**config.mk**
```make
export PLATFORM = sky130hd
export DESIGN_NAME = gate_test_sequencer
export DESIGN_NICKNAME = d
export VERILOG_FILES = /design/src/rtl/gate_test_sequencer_pkg.sv /design/src/rtl/gts_vec_counter.sv /design/src/rtl/gate_test_sequencer.sv
export SDC_FILE = /design/constraint.sdc
export NUM_CORES = 1
export LEC_CHECK = 0
export CORE_ASPECT_RATIO = 0.6
export CORE_UTILIZATION = 30
export DETAILED_ROUTE_END_ITERATION = 10
export GPL_TIMING_DRIVEN = 0
export PLACE_DENSITY = 0.5
export SLEW_MARGIN = 40
export SYNTH_ARGS = -nofsm -noshare
export SYNTH_HDL_FRONTEND = slang
export SYNTH_SLANG_ARGS = --single-unit
```
**constraint.sdc**
```tcl
create_clock -name clk -period 3.4 [get_ports clk]
set_clock_uncertainty 0.2 [all_clocks]
set_input_delay 0.68 -clock clk [delete_from_list [all_inputs] [get_ports clk]]
set_output_delay 0.68 -clock clk [all_outputs]
set_load 0.05 [all_outputs]
```
**src/rtl/gate_test_sequencer_pkg.sv**
```systemverilog
// Shared types and limits for the gate test sequencer.
// State encodings and legal parameter ranges.
package gate_test_sequencer_pkg;

  typedef enum logic [1:0] {
    ST_IDLE  = 2'd0,
    ST_WAIT  = 2'd1,
    ST_CHECK = 2'd2,
    ST_DONE  = 2'd3
  } state_e;

  localparam int N_IN_MIN   = 1;
  localparam int N_IN_MAX   = 4;
  localparam int SETTLE_MIN = 1;
  localparam int SETTLE_MAX = 15;
  localparam int SETTLE_W   = 4;

endpackage

```
**src/rtl/gts_vec_counter.sv**
```systemverilog
// Vector and settle counters for the gate test sequencer.
// Settle counter saturates at SETTLE-1 so it is idle-safe.
module gts_vec_counter
  import gate_test_sequencer_pkg::*;
#(
  parameter int N_IN   = 2,
  parameter int SETTLE = 1
) (
  input  logic            clk,
  input  logic            rst_n,
  input  logic            clear,
  input  logic            advance,
  output logic [N_IN-1:0] vec,
  output logic            settle_done,
  output logic            last_vec
);

  localparam logic [SETTLE_W-1:0] CNT_LAST =
    SETTLE_W'(SETTLE - 1);
  localparam logic [N_IN-1:0] VEC_LAST =
    {N_IN{1'b1}};

  logic [N_IN-1:0]     vec_q;
  logic [N_IN-1:0]     vec_d;
  logic [SETTLE_W-1:0] cnt_q;
  logic [SETTLE_W-1:0] cnt_d;

  // Next vector / settle count.
  always_comb begin
    vec_d = vec_q;
    cnt_d = cnt_q;
    if (clear) begin
      vec_d = '0;
      cnt_d = '0;
    end else if (advance) begin
      vec_d = vec_q + 1'b1;
      cnt_d = '0;
    end else if (cnt_q != CNT_LAST) begin
      cnt_d = cnt_q + 1'b1;
    end
  end

  // Counter registers.
  always_ff @(posedge clk or negedge rst_n) begin
    if (!rst_n) begin
      vec_q <= '0;
      cnt_q <= '0;
    end else begin
      vec_q <= vec_d;
      cnt_q <= cnt_d;
    end
  end

  assign vec         = vec_q;
  assign settle_done = (cnt_q == CNT_LAST);
  assign last_vec    = (vec_q == VEC_LAST);

endmodule

```
**src/rtl/gate_test_sequencer.sv**
```systemverilog
// Exhaustive sequencer/checker for an N-input gate.
// Walks all vectors, samples after settle, logs errors.
module gate_test_sequencer
  import gate_test_sequencer_pkg::*;
#(
  parameter int N_IN   = 2,
  parameter int SETTLE = 1
) (
  input  logic               clk,
  input  logic               rst_n,
  input  logic               start,
  input  logic [2**N_IN-1:0] truth_tbl,
  output logic [N_IN-1:0]    gate_in,
  input  logic               gate_out,
  output logic               busy,
  output logic               done,
  output logic               pass,
  output logic [N_IN:0]      err_cnt,
  output logic               first_err_valid,
  output logic [N_IN-1:0]    first_err_vec
);

  state_e state_q, state_d;

  logic [2**N_IN-1:0] tbl_q, tbl_d;
  logic               busy_q, busy_d;
  logic               done_q, done_d;
  logic               pass_q, pass_d;
  logic [N_IN:0]      err_q, err_d;
  logic               fev_q, fev_d;
  logic [N_IN-1:0]    fvec_q, fvec_d;

  logic            clear;
  logic            advance;
  logic [N_IN-1:0] vec;
  logic            settle_done;
  logic            last_vec;

  gts_vec_counter #(
    .N_IN   (N_IN),
    .SETTLE (SETTLE)
  ) u_cnt (
    .clk         (clk),
    .rst_n       (rst_n),
    .clear       (clear),
    .advance     (advance),
    .vec         (vec),
    .settle_done (settle_done),
    .last_vec    (last_vec)
  );

  // Next state and result bookkeeping.
  always_comb begin
    state_d = state_q;
    tbl_d   = tbl_q;
    busy_d  = busy_q;
    done_d  = 1'b0;
    pass_d  = pass_q;
    err_d   = err_q;
    fev_d   = fev_q;
    fvec_d  = fvec_q;
    clear   = 1'b0;
    advance = 1'b0;
    unique case (state_q)
      ST_IDLE: begin
        if (start) begin
          tbl_d   = truth_tbl;
          err_d   = '0;
          fev_d   = 1'b0;
          fvec_d  = '0;
          pass_d  = 1'b0;
          busy_d  = 1'b1;
          clear   = 1'b1;
          state_d = ST_WAIT;
        end
      end
      ST_WAIT: begin
        if (settle_done) begin
          state_d = ST_CHECK;
        end
      end
      ST_CHECK: begin
        // X on gate_out falls into the mismatch branch.
        if (gate_out == tbl_q[vec]) begin
          err_d = err_q;
        end else begin
          err_d = err_q + 1'b1;
          if (!fev_q) begin
            fev_d  = 1'b1;
            fvec_d = vec;
          end
        end
        if (last_vec) begin
          busy_d  = 1'b0;
          done_d  = 1'b1;
          pass_d  = (err_d == '0);
          state_d = ST_DONE;
        end else begin
          advance = 1'b1;
          state_d = ST_WAIT;
        end
      end
      ST_DONE: begin
        clear   = 1'b1;
        state_d = ST_IDLE;
      end
      default: begin
        state_d = ST_IDLE;
      end
    endcase
  end

  // State and result registers.
  always_ff @(posedge clk or negedge rst_n) begin
    if (!rst_n) begin
      state_q <= ST_IDLE;
      tbl_q   <= '0;
      busy_q  <= 1'b0;
      done_q  <= 1'b0;
      pass_q  <= 1'b0;
      err_q   <= '0;
      fev_q   <= 1'b0;
      fvec_q  <= '0;
    end else begin
      state_q <= state_d;
      tbl_q   <= tbl_d;
      busy_q  <= busy_d;
      done_q  <= done_d;
      pass_q  <= pass_d;
      err_q   <= err_d;
      fev_q   <= fev_d;
      fvec_q  <= fvec_d;
    end
  end

  assign gate_in         = vec;
  assign busy            = busy_q;
  assign done            = done_q;
  assign pass            = pass_q;
  assign err_cnt         = err_q;
  assign first_err_valid = fev_q;
  assign first_err_vec   = fvec_q;

endmodule
```
== Yosys cells after proc, flatten, opt, wreduce, memory -nomap -nowiden ==
Cells that the tools add are included.

* Reductions and logical operators: 13
* Add/sub/neg operators: 3
* Shift-type cells: 0
* Multipliers: 0
* Divide/modulo/power cells: 0
* Eq/ne operators: 10
* $lt $le $gt $ge: 1
* Muxes and demuxes: 33
* Bitwise gates (word level): 0

{| class="wikitable"
|+ Operator list
! operator !! count
|-
| two-way mux 2 bit || 8
|-
| two-way mux 4 bit || 3
|-
| two-way mux 1 bit || 11
|-
| != test 2 bit, second input constant || 5
|-
| two-way mux 3 bit || 3
|-
| one-hot mux 1 bit (2 select lines) || 4
|-
| one-hot mux 2 bit (4 select lines) || 1
|-
| equality test 2 bit, second input constant || 3
|-
| one-hot mux 3 bit (2 select lines) || 1
|-
| AND reduction 2 bit || 3
|-
| AND reduction 3 bit || 2
|-
| adder 4 x 1 -> 4 bit, second input constant || 1
|-
| zero test 4 bit || 1
|-
| one-hot mux 2 bit (2 select lines) || 1
|-
| AND reduction 4 bit || 1
|-
| nonzero test 2 bit || 2
|-
| nonzero test 4 bit || 1
|-
| adder 3 x 1 -> 3 bit, second input constant || 1
|-
| zero test 3 bit || 1
|-
| less-than comparator 2 x 3 -> 1 bit, second input constant || 1
|-
| nonzero test 3 bit || 1
|-
| adder 2 x 1 -> 2 bit, second input constant || 1
|-
| binary-select mux 1 bit (select 2 bit) || 1
|-
| equality test 2 x 1 -> 1 bit, second input constant || 1
|-
| 2 further kinds || 2
|}

* Bits in writable memories: 0
* Bits in read-only memories: 0
* Latch bits: 0
* Memories: 0
* Input port bits: 8
* Register bits after elaboration: 21

== Longest topological paths before layout ==
* Word-level depth: 8
* Gate-level depth with buffers: 7
* Depth with buffers taken out: 7

== By module ==
A second synthesis with hierarchy kept.

* Cells, all modules: 121
* Area, all modules: 1,229.9 sq um

{| class="wikitable"
|+ Modules (own cells, without submodules)
! module !! cells each !! times used !! area each (sq um)
|-
| gate_test_sequencer || 91 || 1 || 885.8
|-
| gts_vec_counter || 30 || 1 || 344.1
|}

== Worst setup path after synthesis ==
OpenSTA, ideal clock, no wires.

* Kind: reg2reg
* From: register u_cnt.vec_q[0], in the netlist u_cnt.vec[0]
* To: register fvec_q[0], in the netlist first_err_vec[0]
* Arrival: 2.011 ns
* Path buffers: 0
* Data required time: 3.113 ns
* Slack: 1.102 ns
* Period minus slack after synthesis: 2.298 ns
* Stages on the path, launching flop included: 6
* Cells stage by stage: dfrtp_1 mux4_2 xor2_2 nand2b_1 mux2_2 o211ai_1

* Word-level cells in the longest chain between the ends: 5

{| class="wikitable"
|+ Ends and longest elaborated chain
! element !! RTL line !! text
|-
| start, declared || gts_vec_counter.sv:23 || <nowiki>logic [N_IN-1:0] vec_q;</nowiki>
|-
| start signal, assigned || gts_vec_counter.sv:49 || <nowiki>vec_q <= vec_d;</nowiki>
|-
| binary-select mux 1 bit (select 2 bit) || gate_test_sequencer.sv:84 || <nowiki>if (gate_out == tbl_q[vec]) begin</nowiki>
|-
| two-way mux 1 bit (not written as such) || gate_test_sequencer.sv:84 ||
|-
| equality test 1 bit || gate_test_sequencer.sv:84 ||
|-
| != test 2 bit (no source line) || -- ||
|-
| AND reduction 4 bit (no source line) || -- ||
|-
| end signal, assigned || gate_test_sequencer.sv:132 || <nowiki>fvec_q <= fvec_d;</nowiki>
|-
| end, declared || gate_test_sequencer.sv:31 || <nowiki>logic [N_IN-1:0] fvec_q, fvec_d;</nowiki>
|}

Parallel ways exist; a longest one is shown, timed or not. The select of a mux whose other input is x is not followed.
A chain may end at the register's enable or synchronous reset.

== Final worst setup path ==
* From: register u_cnt.vec_q[0], in the netlist u_cnt.vec[0]
* To: output gate_in[0]

{| class="wikitable"
|+ RTL lines
! element !! RTL line !! text
|-
| end, declared || gate_test_sequencer.sv:13 || <nowiki>output logic [N_IN-1:0] gate_in,</nowiki>
|}

No word-level cell between the ends.

==> run_results.csv <==
group,metric,value,unit
run_status,status,"finished, final reports clean",
power,switchingPower,658,uW
route,drc,0,
critical_path,crit_end,"gate_in[0]",
sta,fin_setup_tns,0,ns
critical_path,cp-startpoint,"u_cnt.vec[0]$_DFFE_PN0P_",
power,seqPwrFrac,0.310,
logic_synthesis,yosysSeqAreaShare,0.425,
finish,area_delta_synth_final,22.5,%
power,ir_drop,0.000452,V
logic_synthesis,yosysTopAreaCell,"dfrtp_1",
logic_synthesis,ys_types,30,
placement,io_buffers,18,
critical_path,r2r_setup_slack,1.11,ns
placement,place.gp.congestion,0.749,
sta,fin_crit_sh,0.736,
power,power.leakage,0.000667,uW
logic_synthesis,syn_avg_cell_area,9.59,sq um
placement,dp_hpwl,2.05,mm
logic_synthesis,yosys_most_used_dff,"dfrtp_1",
clocking,clkTransAtPathRegs,0.08,ns
finish,mostFrequentLayoutCell,"dfrtp_1",
clocking,cts_tree,"done",
grt,grt_use_total,0.137,
floorplanning,initial_core_util,0.325,
finish,layout-drive-gt1-share,0.0993,
power,power_density,909,nW/um^2
clocking,cts_resized,0,
sta,final-max-slew-violation-count,0,
finish,layout_common_cells,"21 x dfrtp_1, 17 x clkdlybuf4s50_1, 11 x o21ai_0",
critical_path,cp_top_family,"buffers and inverters",
logic_synthesis,synth_edf_count,0,
logic_synthesis,ys_top_cells_by_area,"dfrtp_1 42%, ha_1 9.1%, mux2_2 5.5%",
logic_synthesis,netlist_area,1240,sq um
logic_synthesis,synthArstFlopShare,1.00,
sta,worst_pin_slew,0.507,ns
clocking,cts_setup_buffers,0,
critical_path,required,2.52,ns
power,comb_power_share,0.569,
clocking,cts_root_buf,"clkbuf_8",
critical_path,r2r_cells,7,
critical_path,r2r-start,"state_q[0]$_DFFE_PN0P_",
critical_path,r2r_end,"state_q[1]$_DFFE_PN0P_",
sta,fmax,0.400,GHz
grt,antenna_found_initial,0,
floorplanning,die_w,84.9,um
critical_path,criticalPathCategory,"register to primary output",
clocking,clockBufferDepth,2,
critical_path,crit_cells,1,
clocking,clock-sinks,21,
route,routed_via_density,4.93,
sta,hold_viol,0,
floorplanning,num_rows,17,
run,drv_cap,0,
route,vias,976,
floorplanning,io_pins,19,
route,final_antenna_net_count,0,
route,drt_wl_total,2.69,mm
finish,multi_input_area,652,sq um
logic_synthesis,ys_warn_count,0,
sta,setup_viol,0,
critical_path,path_cells,"clkdlybuf4s50_1",
worst_hold_path,holdCritPathClass,"primary input to asynchronous set/reset pin",
grt,grt_start_max_net_pins,22,
route,drtIter0Drc,32,
logic_synthesis,yosysTopAreaCellShare,0.425,
logic_synthesis,postSynthCellCount,129,
sta,rsz0062_at_grt,"false",
route,dr.pass1.iters,4,
route,wl_per_cell,13.6,um
critical_path,critical_path_arrival,1.62,ns
grt,grt_pass1_wl,4.57,mm
floorplanning,dieArea,4390,sq um
floorplanning,coreArea,3810,sq um
critical_path,critPathCaptureType,"primary output",
clocking,numCtsBuffers,3,
power,swShare,0.477,
finish,seqCellArea,526,sq um
sta,slew-limit-headroom,0.661,
grt,grt_pass1_vias,966,
critical_path,cpPeakStageDelay,0.86,ns
logic_synthesis,synthesis.nets,146,
placement,dp_cells,194,
power,power.internal,720,uW
finish,n_antenna_cell,0,
finish,fin_cells,198,
clocking,htree_levels,1,
grt,gr-total-overflow,0,
finish,fillCellCount,378,
critical_path,path_buf_inv,1,
sta,layout_min_cycle_time,2.50,ns
floorplanning,die_h,51.8,um
clocking,hold_buffers,0,
critical_path,crit_path_start_kind,"register",
clocking,clk_latency,0.26,ns
logic_synthesis,ys_ff_latch,21,
finish,final_nets,169,
critical_path,critPathMaxFanout,6,
critical_path,crit_slowest_cell,"clkdlybuf4s50_1",
power,p_clk_frac,0.121,
-- metrics by stage --
| step | total power [uW] | hold WS (ns) | setup slack, ns | cell area, sq um | utilization |
|---|---|---|---|---|---|
| 4_1_cts | 1390 | 0.186 | 0.870 | 1520 | 0.398 |
| 2_1_floorplan | 985 | 0.184 | 1.10 | 1240 | - |
| 5_1_grt | 1490 | 0.200 | 0.821 | 1520 | 0.398 |
| 3_3_place_gp | 1200 | 0.285 | 0.997 | 1480 | 0.388 |
| 3_5_place_dp | 1220 | 0.295 | 1.01 | 1470 | 0.386 |
| 6_report | 1380 | 0.165 | 0.899 | 1520 | 0.398 |
-- routing by layer --
metal  GRT usage  vias up  part of all wire
li1            -      483                 -
met1       0.197      465              0.55
met2       0.201       26              0.40
met3      0.0492        2             0.049
met4      0.0198        0            0.0033
met5           0        -                 0
-- area by class of cell --
| type | instances | share of cell area |
|---|---|---|
| flip-flops and latches | 21 | 0.347 |
| inverters | 9 | 0.0223 |
| well taps | 47 | 0.0388 |
| plain buffers | 5 | 0.0173 |
| multi-input cells | 94 | 0.430 |
| repair buffers | 18 | 0.116 |
| clock buffers | 4 | 0.0297 |
-- sequential cells by signal, summed over array words and instances, names as in the netlist --
register and flops:
first_err_valid 1, u_cnt.vec 2, done 1, tbl_q 4
err_cnt 3, pass 1, state_q 2, u_cnt.cnt_q 4
first_err_vec 2, busy 1
-- power by group through the flow --
stage | logic (uW) | registers (uW) | clock network [uW]
CTS | 790 | 429 | 173
finish | 784 | 427 | 167
detailed placement | 787 | 433 | 0
floorplan | 412 | 573 | 0
global route | 859 | 442 | 188
global placement | 774 | 427 | 0
-- synth_stat cells, types with 2 or more instances --
library cell / count
mux2i_1: 3
o21ai_0: 11
nand2b_1: 4
mux2_2: 6
o21ai_1: 2
nand3_1: 5
nor2b_1: 6
inv_1: 9
ha_1: 9
o211ai_1: 3
and3_1: 2
nor2_1: 10
dfrtp_1: 21
a21oi_1: 7
nand2_1: 10
xnor2_1: 3
clkbuf_1: 4
a31oi_1: 2
-- cell families after synthesis --
| logic type | Yosys count | share of synthesized area |
|---|---|---|
| fa+ha+maj | 9 | 0.0910 |
| buf+inv | 14 | 0.0485 |
| xor+xnor | 4 | 0.0344 |
| compound gates | 27 | 0.121 |
| mux | 10 | 0.0971 |
| flops | 21 | 0.425 |
| simple gates | 44 | 0.183 |
-- how the worst min path moves through the flow --
stage	from	endpoint	slack [ns]	cells after the start
CTS	rst_n	busy$_DFFE_PN0P_	0.19	1
global placement	tbl_q[2]$_DFFE_PN0P_	tbl_q[2]$_DFFE_PN0P_	0.29	1
detailed placement	tbl_q[0]$_DFFE_PN0P_	tbl_q[0]$_DFFE_PN0P_	0.30	1
floorplan	rst_n	busy$_DFFE_PN0P_	0.18	0
global route	rst_n	busy$_DFFE_PN0P_	0.20	1
finish	rst_n	busy$_DFFE_PN0P_	0.16	1
Note: power is estimated with default switching activity, not from simulation.
